==> config.mk <==
export PLATFORM = sky130hd
export DESIGN_NAME = serial_add_ctrl
export DESIGN_NICKNAME = d
export VERILOG_FILES = /design/src/rtl/add_pkg.sv /design/src/rtl/nor_full_adder.sv /design/src/rtl/pierce.sv /design/src/rtl/serial_add_ctrl.sv
export SDC_FILE = /design/constraint.sdc
export NUM_CORES = 1
export LEC_CHECK = 0
export ABC_AREA = 1
export ABC_CLOCK_PERIOD_IN_PS = 1400
export CAP_MARGIN = 5
export CORE_UTILIZATION = 37
export CTS_BUF_LIST = sky130_fd_sc_hd__clkbuf_4 sky130_fd_sc_hd__clkbuf_8
export DETAILED_ROUTE_END_ITERATION = 7
export MAX_ROUTING_LAYER = met4
export SLEW_MARGIN = 20
export SYNTH_ARGS = -nofsm -noshare
export SYNTH_HDL_FRONTEND = slang
export SYNTH_HIERARCHICAL = 1
export SYNTH_SLANG_ARGS = --single-unit
==> constraint.sdc <==
create_clock -name clk -period 1.4 [get_ports clk]
set_input_delay 0.14 -clock clk [delete_from_list [all_inputs] [get_ports clk]]
set_output_delay 0.14 -clock clk [all_outputs]
set_load 0.02 [all_outputs]
==> src/rtl/add_pkg.sv <==
// Shared types and defaults for the bit-serial adder controller.
package add_pkg;

    localparam int unsigned DEFAULT_WIDTH = 8;

    typedef enum logic [1:0] {
        IDLE = 2'd0,
        RUN  = 2'd1,
        DONE = 2'd2
    } state_e;

endpackage

==> src/rtl/nor_full_adder.sv <==
// 1-bit full adder built from nine Pierce (NOR) gates.
module nor_full_adder (
    input  logic a,
    input  logic b,
    input  logic cin,
    output logic s,
    output logic cout
);

    logic n1, n2, n3, n4, n5, n6, n7;

    // n4 = xnor(a, b); s = xnor(n4, cin) = a ^ b ^ cin
    pierce u_g1 (.a(a),   .b(b),   .y(n1));
    pierce u_g2 (.a(a),   .b(n1),  .y(n2));
    pierce u_g3 (.a(b),   .b(n1),  .y(n3));
    pierce u_g4 (.a(n2),  .b(n3),  .y(n4));
    pierce u_g5 (.a(n4),  .b(cin), .y(n5));
    pierce u_g6 (.a(n4),  .b(n5),  .y(n6));
    pierce u_g7 (.a(cin), .b(n5),  .y(n7));
    pierce u_g8 (.a(n6),  .b(n7),  .y(s));
    // cout = (a | b) & (xnor(a, b) | cin)
    pierce u_g9 (.a(n1),  .b(n5),  .y(cout));

endmodule

==> src/rtl/pierce.sv <==
// Two-input NOR (Pierce arrow) primitive; the only gate used by the serial adder datapath.
module pierce (
    input  logic a,
    input  logic b,
    output logic y
);

    assign y = ~(a | b);

endmodule

==> src/rtl/serial_add_ctrl.sv <==
// Bit-serial adder: LSB-first through one shared NOR full adder, IDLE/RUN/DONE control.
module serial_add_ctrl
    import add_pkg::*;
#(
    parameter int unsigned WIDTH = DEFAULT_WIDTH
) (
    input  logic             clk,
    input  logic             rst_n,
    input  logic             start,
    input  logic [WIDTH-1:0] a,
    input  logic [WIDTH-1:0] b,
    input  logic             cin,
    input  logic             abort,
    output logic             ready,
    output logic             busy,
    output logic             done,
    output logic [WIDTH-1:0] sum,
    output logic             cout
);

    localparam int unsigned CNT_W = $clog2(WIDTH);

    state_e             state_q, state_d;
    logic [WIDTH-1:0]   a_sh_q, a_sh_d;
    logic [WIDTH-1:0]   b_sh_q, b_sh_d;
    logic [WIDTH-1:0]   res_sh_q, res_sh_d;
    logic               carry_q, carry_d;
    logic [CNT_W-1:0]   cnt_q, cnt_d;
    logic [WIDTH-1:0]   sum_q, sum_d;
    logic               cout_q, cout_d;
    logic               ready_q, ready_d;
    logic               busy_q, busy_d;
    logic               done_q, done_d;

    logic               fa_s, fa_co;
    logic [WIDTH-1:0]   res_next;

    nor_full_adder u_fa (
        .a    (a_sh_q[0]),
        .b    (b_sh_q[0]),
        .cin  (carry_q),
        .s    (fa_s),
        .cout (fa_co)
    );

    assign res_next = {fa_s, res_sh_q[WIDTH-1:1]};

    // Next-state and datapath updates; result registers change only on a completed add
    always_comb begin
        state_d  = state_q;
        a_sh_d   = a_sh_q;
        b_sh_d   = b_sh_q;
        res_sh_d = res_sh_q;
        carry_d  = carry_q;
        cnt_d    = cnt_q;
        sum_d    = sum_q;
        cout_d   = cout_q;

        case (state_q)
            IDLE: begin
                if (start) begin
                    a_sh_d   = a;
                    b_sh_d   = b;
                    res_sh_d = '0;
                    carry_d  = cin;
                    cnt_d    = '0;
                    state_d  = RUN;
                end
            end
            RUN: begin
                if (abort) begin
                    state_d = IDLE;
                end else begin
                    a_sh_d   = {1'b0, a_sh_q[WIDTH-1:1]};
                    b_sh_d   = {1'b0, b_sh_q[WIDTH-1:1]};
                    res_sh_d = res_next;
                    carry_d  = fa_co;
                    if (cnt_q == CNT_W'(WIDTH - 1)) begin
                        sum_d   = res_next;
                        cout_d  = fa_co;
                        state_d = DONE;
                    end else begin
                        cnt_d = cnt_q + CNT_W'(1);
                    end
                end
            end
            DONE: begin
                state_d = IDLE;
            end
            default: begin
                state_d = IDLE;
            end
        endcase

        ready_d = (state_d == IDLE);
        busy_d  = (state_d == RUN);
        done_d  = (state_d == DONE);
    end

    always_ff @(posedge clk or negedge rst_n) begin
        if (!rst_n) begin
            state_q  <= IDLE;
            a_sh_q   <= '0;
            b_sh_q   <= '0;
            res_sh_q <= '0;
            carry_q  <= 1'b0;
            cnt_q    <= '0;
            sum_q    <= '0;
            cout_q   <= 1'b0;
            ready_q  <= 1'b1;
            busy_q   <= 1'b0;
            done_q   <= 1'b0;
        end else begin
            state_q  <= state_d;
            a_sh_q   <= a_sh_d;
            b_sh_q   <= b_sh_d;
            res_sh_q <= res_sh_d;
            carry_q  <= carry_d;
            cnt_q    <= cnt_d;
            sum_q    <= sum_d;
            cout_q   <= cout_d;
            ready_q  <= ready_d;
            busy_q   <= busy_d;
            done_q   <= done_d;
        end
    end

    assign ready = ready_q;
    assign busy  = busy_q;
    assign done  = done_q;
    assign sum   = sum_q;
    assign cout  = cout_q;

endmodule

== Word level (Yosys, flattened, before mapping) ==
Cells that the tools add are included.

* Bits in latches: 0
* Word-level logic and storage cells: 64
* Memory bits (writable): 0
* Bits in read-only memories: 0
* Memories kept: 0
* Register bits: 42

* Bitwise operators: 19
* Add/sub/neg operators: 1
* Eq/ne operators: 7
* Multiply operators: 0
* Div/mod/pow operators: 0
* Reductions and logical operators: 6
* $lt $le $gt $ge: 0
* Shifts and indexed selects: 0
* Mux-type cells: 20

{| class="wikitable"
|+ Operator list
! operator !! number
|-
| 8-bit 2-to-1 mux || 6
|-
| 8-bit one-hot mux with 2 select lines || 3
|-
| 1-bit inverter || 10
|-
| 3-bit 2-to-1 mux || 3
|-
| 1-bit OR || 9
|-
| 2-bit 2-to-1 mux || 3
|-
| 2-bit != test, second input constant || 3
|-
| 3-bit one-hot mux with 2 select lines || 1
|-
| 3-bit AND reduction || 2
|-
| 2-bit by 1-bit == test with 1-bit output, second input constant || 2
|-
| 2-bit logical NOT || 2
|-
| 2-bit one-hot mux with 2 select lines || 1
|-
| 4-bit AND reduction || 1
|-
| 3-bit by 1-bit adder with 3-bit output, second input constant || 1
|-
| 3-bit == test, second input constant || 1
|-
| 2-bit == test, second input constant || 1
|-
| 1-bit 2-to-1 mux || 2
|-
| 1-bit one-hot mux with 2 select lines || 1
|-
| 2-bit nonzero test || 1
|}

== Logic depth before layout (Yosys ltp) ==
Gate-level depths: netlist (run 1).

* Depth in word-level cells: 14
* Gate-level depth with buffers: 9

== By module ==
The synthesis (run 1) kept the hierarchy.

{| class="wikitable"
|+ Modules (own cells, without submodules)
! module !! cells each !! area an instance (um2) !! seq. area each (um2) !! times used
|-
| serial_add_ctrl || 229 || 1868.0 || 1027.2 || 1
|-
| pierce || 1 || 3.8 || 0.0 || 9
|}

== Worst setup path before layout (run 1) ==
Ideal clock, no wire load.

* Kind: reg2reg
* Start: register b_sh_q[0]
* End: register carry_q
* Buffers on the path: 0
* Stages on the path, launching flop included: 10
* Required time: 1335 ps
* Setup slack: 181 ps
* Library setup time: 65 ps
* Data arrival time: 1154 ps
* Path through: dfrtp_1 > nor2_1 > nor2_1 > nor2_1 > nor2_1 > nor2_1 > nand3_1 > nand2_1 > nand3_1 > nand2_1

* Longest elaborated chain between the ends: 12
* Elaborated cells on any way between the ends: 14
* Those cells by class: mux: 2; bitwise: 12

{| class="wikitable"
|+ RTL lines
! item !! line !! RTL
|-
| start: declaration || serial_add_ctrl.sv:25 || <nowiki>logic [WIDTH-1:0] b_sh_q, b_sh_d;</nowiki>
|-
| start signal: assignment || serial_add_ctrl.sv:116 || <nowiki>b_sh_q <= b_sh_d;</nowiki>
|-
| 1-bit OR || pierce.sv:8 || <nowiki>assign y = ~(a | b);</nowiki>
|-
| 1-bit inverter || pierce.sv:8 ||
|-
| net u_fa.n1 || nor_full_adder.sv:10 || <nowiki>logic n1, n2, n3, n4, n5, n6, n7;</nowiki>
|-
| 1-bit OR || pierce.sv:8 ||
|-
| 1-bit inverter || pierce.sv:8 ||
|-
| net u_fa.n3 || nor_full_adder.sv:10 ||
|-
| 1-bit OR || pierce.sv:8 ||
|-
| 1-bit inverter || pierce.sv:8 ||
|-
| net u_fa.n4 || nor_full_adder.sv:10 ||
|-
| 1-bit OR || pierce.sv:8 ||
|-
| 1-bit inverter || pierce.sv:8 ||
|-
| net u_fa.n5 || nor_full_adder.sv:10 ||
|-
| 1-bit OR || pierce.sv:8 ||
|-
| 1-bit inverter || pierce.sv:8 ||
|-
| net fa_co || serial_add_ctrl.sv:35 || <nowiki>logic fa_s, fa_co;</nowiki>
|-
| 1-bit 2-to-1 mux || serial_add_ctrl.sv:71 || <nowiki>if (abort) begin</nowiki>
|-
| 1-bit one-hot mux with 2 select lines || serial_add_ctrl.sv:59 || <nowiki>case (state_q)</nowiki>
|-
| end signal: assignment || serial_add_ctrl.sv:118 || <nowiki>carry_q <= carry_d;</nowiki>
|-
| end: declaration || serial_add_ctrl.sv:27 || <nowiki>logic carry_q, carry_d;</nowiki>
|}

The timed path passes the listed nets, and every way through them passes these cells. The select of a mux whose other input is x is not followed.
A chain may end at the register's enable or synchronous reset.

== Final worst setup path (run 1) ==
* Start: register busy_q (netlist: busy)
* End: output port busy

{| class="wikitable"
|+ RTL lines
! item !! line !! RTL
|-
| start: declaration || serial_add_ctrl.sv:32 || <nowiki>logic busy_q, busy_d;</nowiki>
|-
| start signal: assignment || serial_add_ctrl.sv:123 || <nowiki>busy_q <= busy_d;</nowiki>
|-
| end: declaration || serial_add_ctrl.sv:15 || <nowiki>output logic busy,</nowiki>
|}

No word-level cell between the ends.

==> impl_metrics.yaml, run 1 <==
cells_and_area:
  area_growth_pct: 32.04
  n_fill_cell: 485
  fin_nets: 303
  layout.cells.non_filler: 348
  drive_gt1_frac: 0.1317
  stdcell_area_um2: 2511
  postLayoutCoreUtil: 0.5179
  diodes: 0
routing:
  vias: 1609
  drc: 0
  drt_iter0_markers: 115
  wl_per_cell_um: 11.27
  route.final.wire_length_um: 3923
  postRouteAntennaNets: 0
  first_pass_iters: 4
  drt-vias-per-instance: 4.624
critical_path:
  path_cells: "clkdlybuf4s50_1"
  crit_arrival_ns: 1.22
  crit_buf_inv: 1
  cp-start-kind: "register"
  reg2reg_from: "cnt_q[0]"
  crit_slowest_cell: "clkdlybuf4s50_1"
  critPathLaunch: "busy"
  cp_max_fo: 1
  end_kind: "primary output"
  critPathRequiredTime_ns: 1.26
  criticalPathCategory: "reg -> out"
  slowest_delay_ns: 0.60
  crit_family: "buffers and inverters"
sta:
  post-route-period-util: 0.9734
  max_freq_mhz: 733.8
  worst_pin_slew_ns: 0.5112
  setup_viol: 0
  fin_crit_ns: 1.363
  rsz0062_at_grt: "false"
  worst_slack_ns: 0.03726
  tns_ns: 0
  final_hold_viol_count: 0
  hold_ws_ns: 0.3374
  relSlewSlack: 0.6592
  slew_viol_final: 0
  fin_skew_ns: 0.01360
placed_design:
  portBuffers: 32
  placed_cell_area_um2: 2360
  dp_cells: 339
  post-place-ws_ns: 0.05639
  place.gp.congestion: 0.7323
  hpwl_um: 2623
power:
  p_total_mw: 3.256
  irDropWorstVdd_v: 0.0006281
  cellPowerDensity_nw_per_um2: 1296
  p_leak_nw: 1.455
global_route:
  globalRouteOverflowTotal: 0
  grt_max_degree: 26
  track_usage: 0.1749
  grt_pass1_wl_um: 6927
  antenna_found_initial: 0
  grt_pass1_vias: 1542
logic_synthesis:
  ys_warn_count: 6
  synth_nets: 261
  ys_ff_latch: 41
  netlist_instances: 238
  syn-cell-area_um2: 1902
  synth.avg_cell_area_um2: 7.991
  ys_seq_area_frac: 0.5401
  synth_cell_types: 16
floorplan:
  rows: 25
  die_w_um: 73.70
  design.core.area_um2: 4848
  start_util: 0.3923
  ios: 33
  die-area_um2: 5431
  die-height_um: 73.70
clocking:
  cts_root_buffer: "clkbuf_8"
  path_clk_slew_ns: 0.09
  cts_buffers: 5
  clock_latency_ns: 0.30
  cts.htree.levels: 2
  cts_tree: "built"
  cts_sinks: 41
  cts_buffer_depth: 2
flow_run:
  maxCapViolations: 0
outcome:
  status: "finished clean"
min_path:
  hold_path_class: "in -> async"
[metal layers]
layer | share of wire | global-route usage | wire length, um | vias to the layer above
li1 | - | - | - | 837
met1 | 0.50 | 0.2302 | 1943 | 731
met2 | 0.45 | 0.2620 | 1754 | 34
met3 | 0.044 | 0.04252 | 172 | 7
met4 | 0.013 | 0.06410 | 52 | 0
met5 | 0 | - | 0 | -
[cells in the final DEF (no fill, tap or decap), drive strengths merged, types with 3 or more instances in the layout]
| cell | instances |
|---|---|
| buf | 15 |
| clkbuf | 6 |
| clkdlybuf4s50 | 20 |
| dfrtp | 40 |
| dlygate4sd2 | 6 |
| dlymetal6s2s | 5 |
| inv | 7 |
| nand2 | 116 |
| nand3 | 43 |
| nand4 | 3 |
| nor2 | 11 |
[synthesized netlist by cell type]
cell        n  share of area
ha_1        2          0.013
buf_6       2          0.012
nand3b_1    2         0.0079
nand3_1    43           0.11
dfstp_2     1          0.014
nor2_1     10          0.020
inv_2       2         0.0039
buf_2       9          0.024
o21ai_4     1         0.0086
nand2_1   115           0.23
inv_1       5         0.0099
buf_1       1         0.0020
nor2_4      1         0.0059
nand2_2     1         0.0033
dfrtp_1    40           0.53
nand4_1     3         0.0099
[state kept, by name (all words and copies together), names as in the netlist]
register	flops
ready	1
busy	1
b_sh_q	8
cout	1
a_sh_q	8
carry_q	1
state_q	2
sum	8
res_sh_q	7
done	1
cnt_q	3
[area by class of cell]
cell class	count	area [um^2]	share of cell area
tap	67	83.83	0.03338
inverter	7	26.28	0.01046
sequential	41	1027	0.4091
clock inverter	2	35.03	0.01395
multi-input combinational	178	802.0	0.3194
timing repair buffer	47	460.4	0.1834
clock buffer	6	76.32	0.03039
[power by group]
group / internal, mW / switching, mW
clock network: 0.549 / 0.421
logic: 0.352 / 0.431
registers: 1.38 / 0.127
[path summary, 6_finish.rpt]
check                           slack [ns]  cells past startpoint        end
worst max register to register        0.13                      7   cnt_q[1]
worst min-delay path                  0.34                      2  a_sh_q[1]
min in group clk                      0.46                      5  a_sh_q[4]
worst min register to register        0.48                      2     sum[4]
max in group asynchronous             0.48                      3     sum[4]
worst max-delay path                  0.04                      1       busy
[what timing repair did]
item	CTS	global route
pin swaps	0	5
setup endpoints to repair	6	12
endpoints found under the hold margin	19	0
hold buffers	1	0
gates resized for setup	6	14
setup buffers	0	0
[logic make-up (layout without fill, tap and decap cells)]
logic type | Yosys count | count (layout) | share of synthesized area
AND/OR/NAND/NOR | 175 | 175 | 0.3868
flip-flops | 41 | 41 | 0.5401
buffers and inverters | 19 | 62 | 0.05131
adder cells (fa/ha/maj) | 2 | 2 | 0.01316
AO/OA/AOI/OAI | 1 | 1 | 0.008555
Note: power is estimated with default switching activity, not from simulation.
==> run 2, diff against run 1 <==
ABC_AREA = default   (was 1)
SETUP_SLACK_MARGIN = 0.2   (was default)
==> impl_metrics.yaml, run 2 <==
global_route:
  grtUsageMet1: 0.1883
  antenna_found_initial: 0
  globalRouteOverflowTotal: 0
  met3_usage: 0.04972
  grt_use_met2: 0.2388
  track_usage: 0.1524
  grt_pass1_wl_um: 5844
  busiest_layer: "met2"
  grt_max_degree: 19
  grt_pass1_vias: 1230
outcome:
  status: "finished with violations"
  violations: "setup timing"
critical_path:
  cp-start-kind: "register"
  cp_max_fo: 5
  crit_arrival_ns: 1.77
  criticalPathCategory: "reg -> reg"
  critPathRequiredTime_ns: 1.59
  crit_slowest_cell: "dfrtp_1"
  path_cells: "ha_2 -> ha_4 -> or2_4 -> a22o_1 -> a22o_1"
  end_kind: "register"
  cpMostUsedCell: "a22o_1"
  slowest_delay_ns: 0.40
sta:
  post-route-period-util: 1.130
  worst_pin_slew_ns: 0.4377
  worst_slack_ns: -0.1824
  setup_viol: 29
  fin_crit_ns: 1.582
  relSlewSlack: 0.7082
  fin_skew_ns: 0.009257
  slew_viol_final: 0
  hold_ws_ns: 0.3184
  rsz0062_at_grt: "true"
  tns_ns: -3.150
  final_hold_viol_count: 0
  max_freq_mhz: 632.0
power:
  irDropWorstVdd_v: 0.0007216
  p_sw_frac: 0.2710
  comb_power_share: 0.286
  p_sw_uw: 980.5
  clkPwrFrac: 0.264
  p_leak_nw: 1.199
  p_int_mw: 2.637
  p_total_mw: 3.618
  seqPwrFrac: 0.450
  cellPowerDensity_nw_per_um2: 1423
logic_synthesis:
  synth_top_area_cell: "dfrtp_1"
  yosysMostFrequentCell: "dfrtp_1"
  syn-cell-area_um2: 1857
  ys_seq_area_frac: 0.5532
  synth_nets: 152
  synth_edf_count: 0
  ys_warn_count: 6
  ys_ff_latch: 41
  netlist_instances: 129
  synth_cell_types: 22
  synth-main-ff-cell: "dfrtp_1"
  synth_commonest_cells: "dfrtp_1, mux2_2, a22o_1"
  synth.area.top_cells: "dfrtp_1, mux2_2, mux2_1"
  synth.avg_cell_area_um2: 14.39
  synthArstFlopShare: 1.000
  synth.top_cell.area_share: 0.5391
floorplan:
  rows: 25
  die_w_um: 72.84
  die-height_um: 72.84
  ios: 33
  design.core.area_um2: 4786
  die-area_um2: 5306
  start_util: 0.3880
cells_and_area:
  fin_nets: 204
  layout_commonest_cell: "dfrtp_1"
  drive_gt1_frac: 0.4066
  final_cell_mix: "dfrtp_1, mux2_2, clkdlybuf4s50_1"
  stdcell_area_um2: 2542
  diodes: 0
  area_growth_pct: 36.93
clocking:
  cts.htree.levels: 2
  path_clk_slew_ns: 0.08
  clock_latency_ns: 0.29
  cts_buffers: 5
  cts_tree: "built"
  cts_root_buffer: "clkbuf_8"
  cts_buffer_depth: 2
  cts_sinks: 41
routing:
  drt_iter0_markers: 45
  drc: 0
  drt-vias-per-instance: 4.731
  wl_per_cell_um: 14.15
  postRouteAntennaNets: 0
  route.final.wire_length_um: 3524
  vias: 1178
  first_pass_iters: 4
min_path:
  hold_path_class: "in -> async"
placed_design:
  post-place-ws_ns: -0.2730
  portBuffers: 32
  hpwl_um: 2494
  placed_cell_area_um2: 2387
  place.gp.congestion: 0.7173
flow_run:
  maxCapViolations: 0
## run 2: cell types whose count changed after synthesis, moves of 3 or more
cell / previous run / this run
nand3_1: 43 / 0
inv_1: 5 / 0
mux2_1: 0 / 10
nand4_1: 3 / 0
buf_2: 9 / 0
nand2_1: 115 / 1
buf_6: 2 / 5
mux2_2: 0 / 32
a22o_1: 0 / 12
## run 2: worst max-delay path: cells and delay by family (launching register included)
family,cells,cell delay [ns]
adder cells (fa/ha/maj),2,0.39
AND/OR/NAND/NOR,1,0.24
AO/OA/AOI/OAI,2,0.45
flip-flops,1,0.40
## run 2: timing repair
| item | 4_1_cts | 5_1_grt |
|---|---|---|
| endpoints found under the hold margin | 15 | 0 |
| buffers inserted | 1 | 0 |
| setup endpoints to repair | 52 | 40 |
| hold buffers | 1 | 0 |
| gates resized for setup | 18 | 9 |
| cloned | 0 | 0 |
| pin swaps | 7 | 2 |
## run 2: cell families (layout without fill, tap and decap cells)
logic type,count (synthesis),after routing,synth area share
flip-flops,41,41,0.5532
AO/OA/AOI/OAI,16,16,0.07480
adder cells (fa/ha/maj),2,2,0.01347
multiplexers,42,42,0.2547
buffers and inverters,7,60,0.03639
AND/OR/NAND/NOR,21,21,0.06739
## run 2: layer usage
layer	up-vias	part of all wire
li1	559	-
met1	595	0.43
met2	18	0.52
met3	6	0.038
met4	0	0.014
met5	-	0
## run 2: final timing paths
kind | slack, ns | from | depth (start not counted) | end
max | -0.18 | cnt_q[0] | 5 | cnt_q[1]
min | 0.32 | rst_n | 2 | res_sh_q[1]
max in group asynchronous | 0.61 | rst_n | 3 | a_sh_q[6]
min in group clk | 0.48 | sum[2] | 1 | sum[2]
max reg2reg | -0.18 | cnt_q[0] | 5 | cnt_q[1]
min reg2reg | 0.48 | sum[2] | 1 | sum[2]
## run 2: layout make-up
cell class	count	area, um^2
clock buffer	5	68.82
sequential	41	1027
multi-input combinational	81	812.0
clock inverter	3	46.29
inverter	1	8.758
fill	410	2243
timing repair buffer	51	495.5
tap	67	83.83
## run 2: through the flow
step / utilization / cells
5_1_grt: 0.5312 / 249
3_5_place_dp: 0.4988 / 239
4_1_cts: 0.5244 / 249
6_report: 0.5312 / 249
2_1_floorplan: - / 129
3_3_place_gp: 0.4988 / 239
## run 2: power by group through the flow
| stage | logic (mW) | registers (mW) | clock network [mW] |
|---|---|---|---|
| 2_1_floorplan | 0.648 | 1.61 | 0 |
| 3_3_place_gp | 0.947 | 1.62 | 0 |
| 3_5_place_dp | 0.988 | 1.64 | 0 |
| 4_1_cts | 0.998 | 1.62 | 0.988 |
| 5_1_grt | 1.14 | 1.67 | 1.05 |
| 6_report | 1.03 | 1.63 | 0.954 |
==> run 3, diff against run 2 <==
GPL_TIMING_DRIVEN = 0   (was default)
PLACE_DENSITY = 0.72   (was default)
==> impl_metrics.yaml, run 3 (synthesis results as in run 2) <==
global_route:
  grt_max_degree: 32
  globalRouteOverflowTotal: 0
  track_usage: 0.1656
  grt_pass1_vias: 1289
  grt_pass1_wl_um: 6382
  antenna_found_initial: 0
floorplan:
  start_util: 0.3880
  die-height_um: 72.84
  rows: 25
  die_w_um: 72.84
  ios: 33
  die-area_um2: 5306
  design.core.area_um2: 4786
power:
  p_total_mw: 3.840
  p_leak_nw: 1.393
  irDropWorstVdd_v: 0.0008546
  p_int_mw: 2.768
  p_sw_mw: 1.073
  comb_power_share: 0.351
  p_sw_frac: 0.2793
  seqPwrFrac: 0.430
  cellPowerDensity_nw_per_um2: 1347
  clkPwrFrac: 0.219
clocking:
  cts_sinks: 41
  path_clk_slew_ns: 0.08
  cts_tree: "built"
  cts_buffer_depth: 2
  cts_root_buffer: "clkbuf_8"
  cts.htree.levels: 2
  clock_latency_ns: 0.29
  cts_buffers: 5
critical_path:
  critPathRequiredTime_ns: 1.57
  path_cells: "buf_6 -> nor2b_4 -> buf_6 -> buf_12 -> buf_8 -> mux2_4 -> mux2_4"
  slowest_delay_ns: 0.39
  crit_slowest_cell: "dfrtp_1"
  criticalPathCategory: "reg -> reg"
  cp_max_fo: 6
  end_kind: "register"
  crit_arrival_ns: 1.82
  cp-start-kind: "register"
routing:
  first_pass_iters: 4
  route.final.wire_length_um: 4305
  drt_iter0_markers: 26
  postRouteAntennaNets: 0
  drc: 0
  wl_per_cell_um: 16.37
  drt-vias-per-instance: 4.852
  vias: 1276
sta:
  hold_ws_ns: 0.2677
  max_freq_mhz: 606.2
  post-route-period-util: 1.178
  setup_viol: 35
  fin_skew_ns: 0.004789
  worst_slack_ns: -0.2496
  relSlewSlack: 0.7235
  fin_crit_ns: 1.650
  slew_viol_final: 0
  rsz0062_at_grt: "true"
  worst_pin_slew_ns: 0.4116
  final_hold_viol_count: 0
cells_and_area:
  n_fill_cell: 362
  diodes: 0
  layout.cells.non_filler: 263
  final_cell_mix: "dfrtp_1, mux2_4, clkdlybuf4s50_1"
  layout_commonest_cell: "dfrtp_1"
  area_growth_pct: 53.50
  fin_nets: 218
  drive_gt1_frac: 0.5102
outcome:
  violations: "setup timing"
  status: "finished with violations"
min_path:
  hold_path_class: "in -> async"
placed_design:
  hpwl_um: 2365
  dp_cells: 229
  place.gp.congestion: 0.7898
  portBuffers: 32
flow_run:
  maxCapViolations: 0
## run 3: final cells by class
| type | instances | area (um^2) | area share |
|---|---|---|---|
| clock buffer | 7 | 96.34 | 0.03380 |
| sequential | 41 | 1027 | 0.3604 |
| tap | 67 | 83.83 | 0.02941 |
| buffer | 6 | 78.83 | 0.02766 |
| inverter | 1 | 8.758 | 0.003073 |
| clock inverter | 1 | 5.005 | 0.001756 |
| timing repair buffer | 59 | 621.8 | 0.2182 |
| multi-input combinational | 81 | 928.4 | 0.3257 |
## run 3: power by group through the flow
stage / Sequential, mW / Clock [mW] / Combinational, mW
after global routing: 1.69 / 0.927 / 1.44
after detailed placement: 1.64 / 0 / 0.879
after floorplan: 1.61 / 0 / 0.648
after CTS: 1.64 / 0.860 / 1.19
after global placement: 1.62 / 0 / 0.827
final: 1.65 / 0.841 / 1.35
## run 3: worst paths after layout
check | start | endpoint | slack (ns) | cells after the start
max | state_q[1] | a_sh_q[1] | -0.25 | 7
min | rst_n | done | 0.27 | 2
max reg2reg | state_q[1] | a_sh_q[1] | -0.25 | 7
min reg2reg | sum[0] | sum[0] | 0.51 | 1
max in group asynchronous | rst_n | ready | 0.62 | 3
min in group clk | abort | state_q[0] | 0.35 | 4
## run 3: critical path, delay by kind of cell, from the launching register on
| family | cells | cell delay, ns |
|---|---|---|
| multiplexers | 2 | 0.56 |
| buffers and inverters | 4 | 0.48 |
| flip-flops | 1 | 0.39 |
| AND/OR/NAND/NOR | 1 | 0.10 |
## run 3: per-layer routing
metal	up-vias	share of wire	wire [um]	GRT usage
met2	20	0.51	2210	0.2461
met4	0	0.015	63	0.04575
met3	7	0.027	118	0.04282
met1	655	0.44	1912	0.2253
met5	-	0	0	-
li1	594	-	-	-
## run 3: stage by stage
stage / setup slack, ns / cell area (um^2) / util / TNS (ns)
2_1_floorplan: -0.1357 / 1874 / - / -2.792
3_3_place_gp: -0.7455 / 2278 / 0.4761 / -43.95
3_5_place_dp: -0.5442 / 2293 / 0.4792 / -14.93
4_1_cts: -0.2184 / 2683 / 0.5605 / -5.252
5_1_grt: -0.2871 / 2850 / 0.5956 / -7.079
6_report: -0.2496 / 2850 / 0.5956 / -5.434
## run 3: what timing repair did
| action | CTS | global route |
|---|---|---|
| hold endpoints to repair | 10 | 0 |
| pin swaps | 7 | 5 |
| gates cloned | 2 | 1 |
| resized for setup | 54 | 19 |
| buffers inserted | 13 | 9 |
| endpoints found under the setup margin | 51 | 41 |
| hold buffers | 1 | 0 |
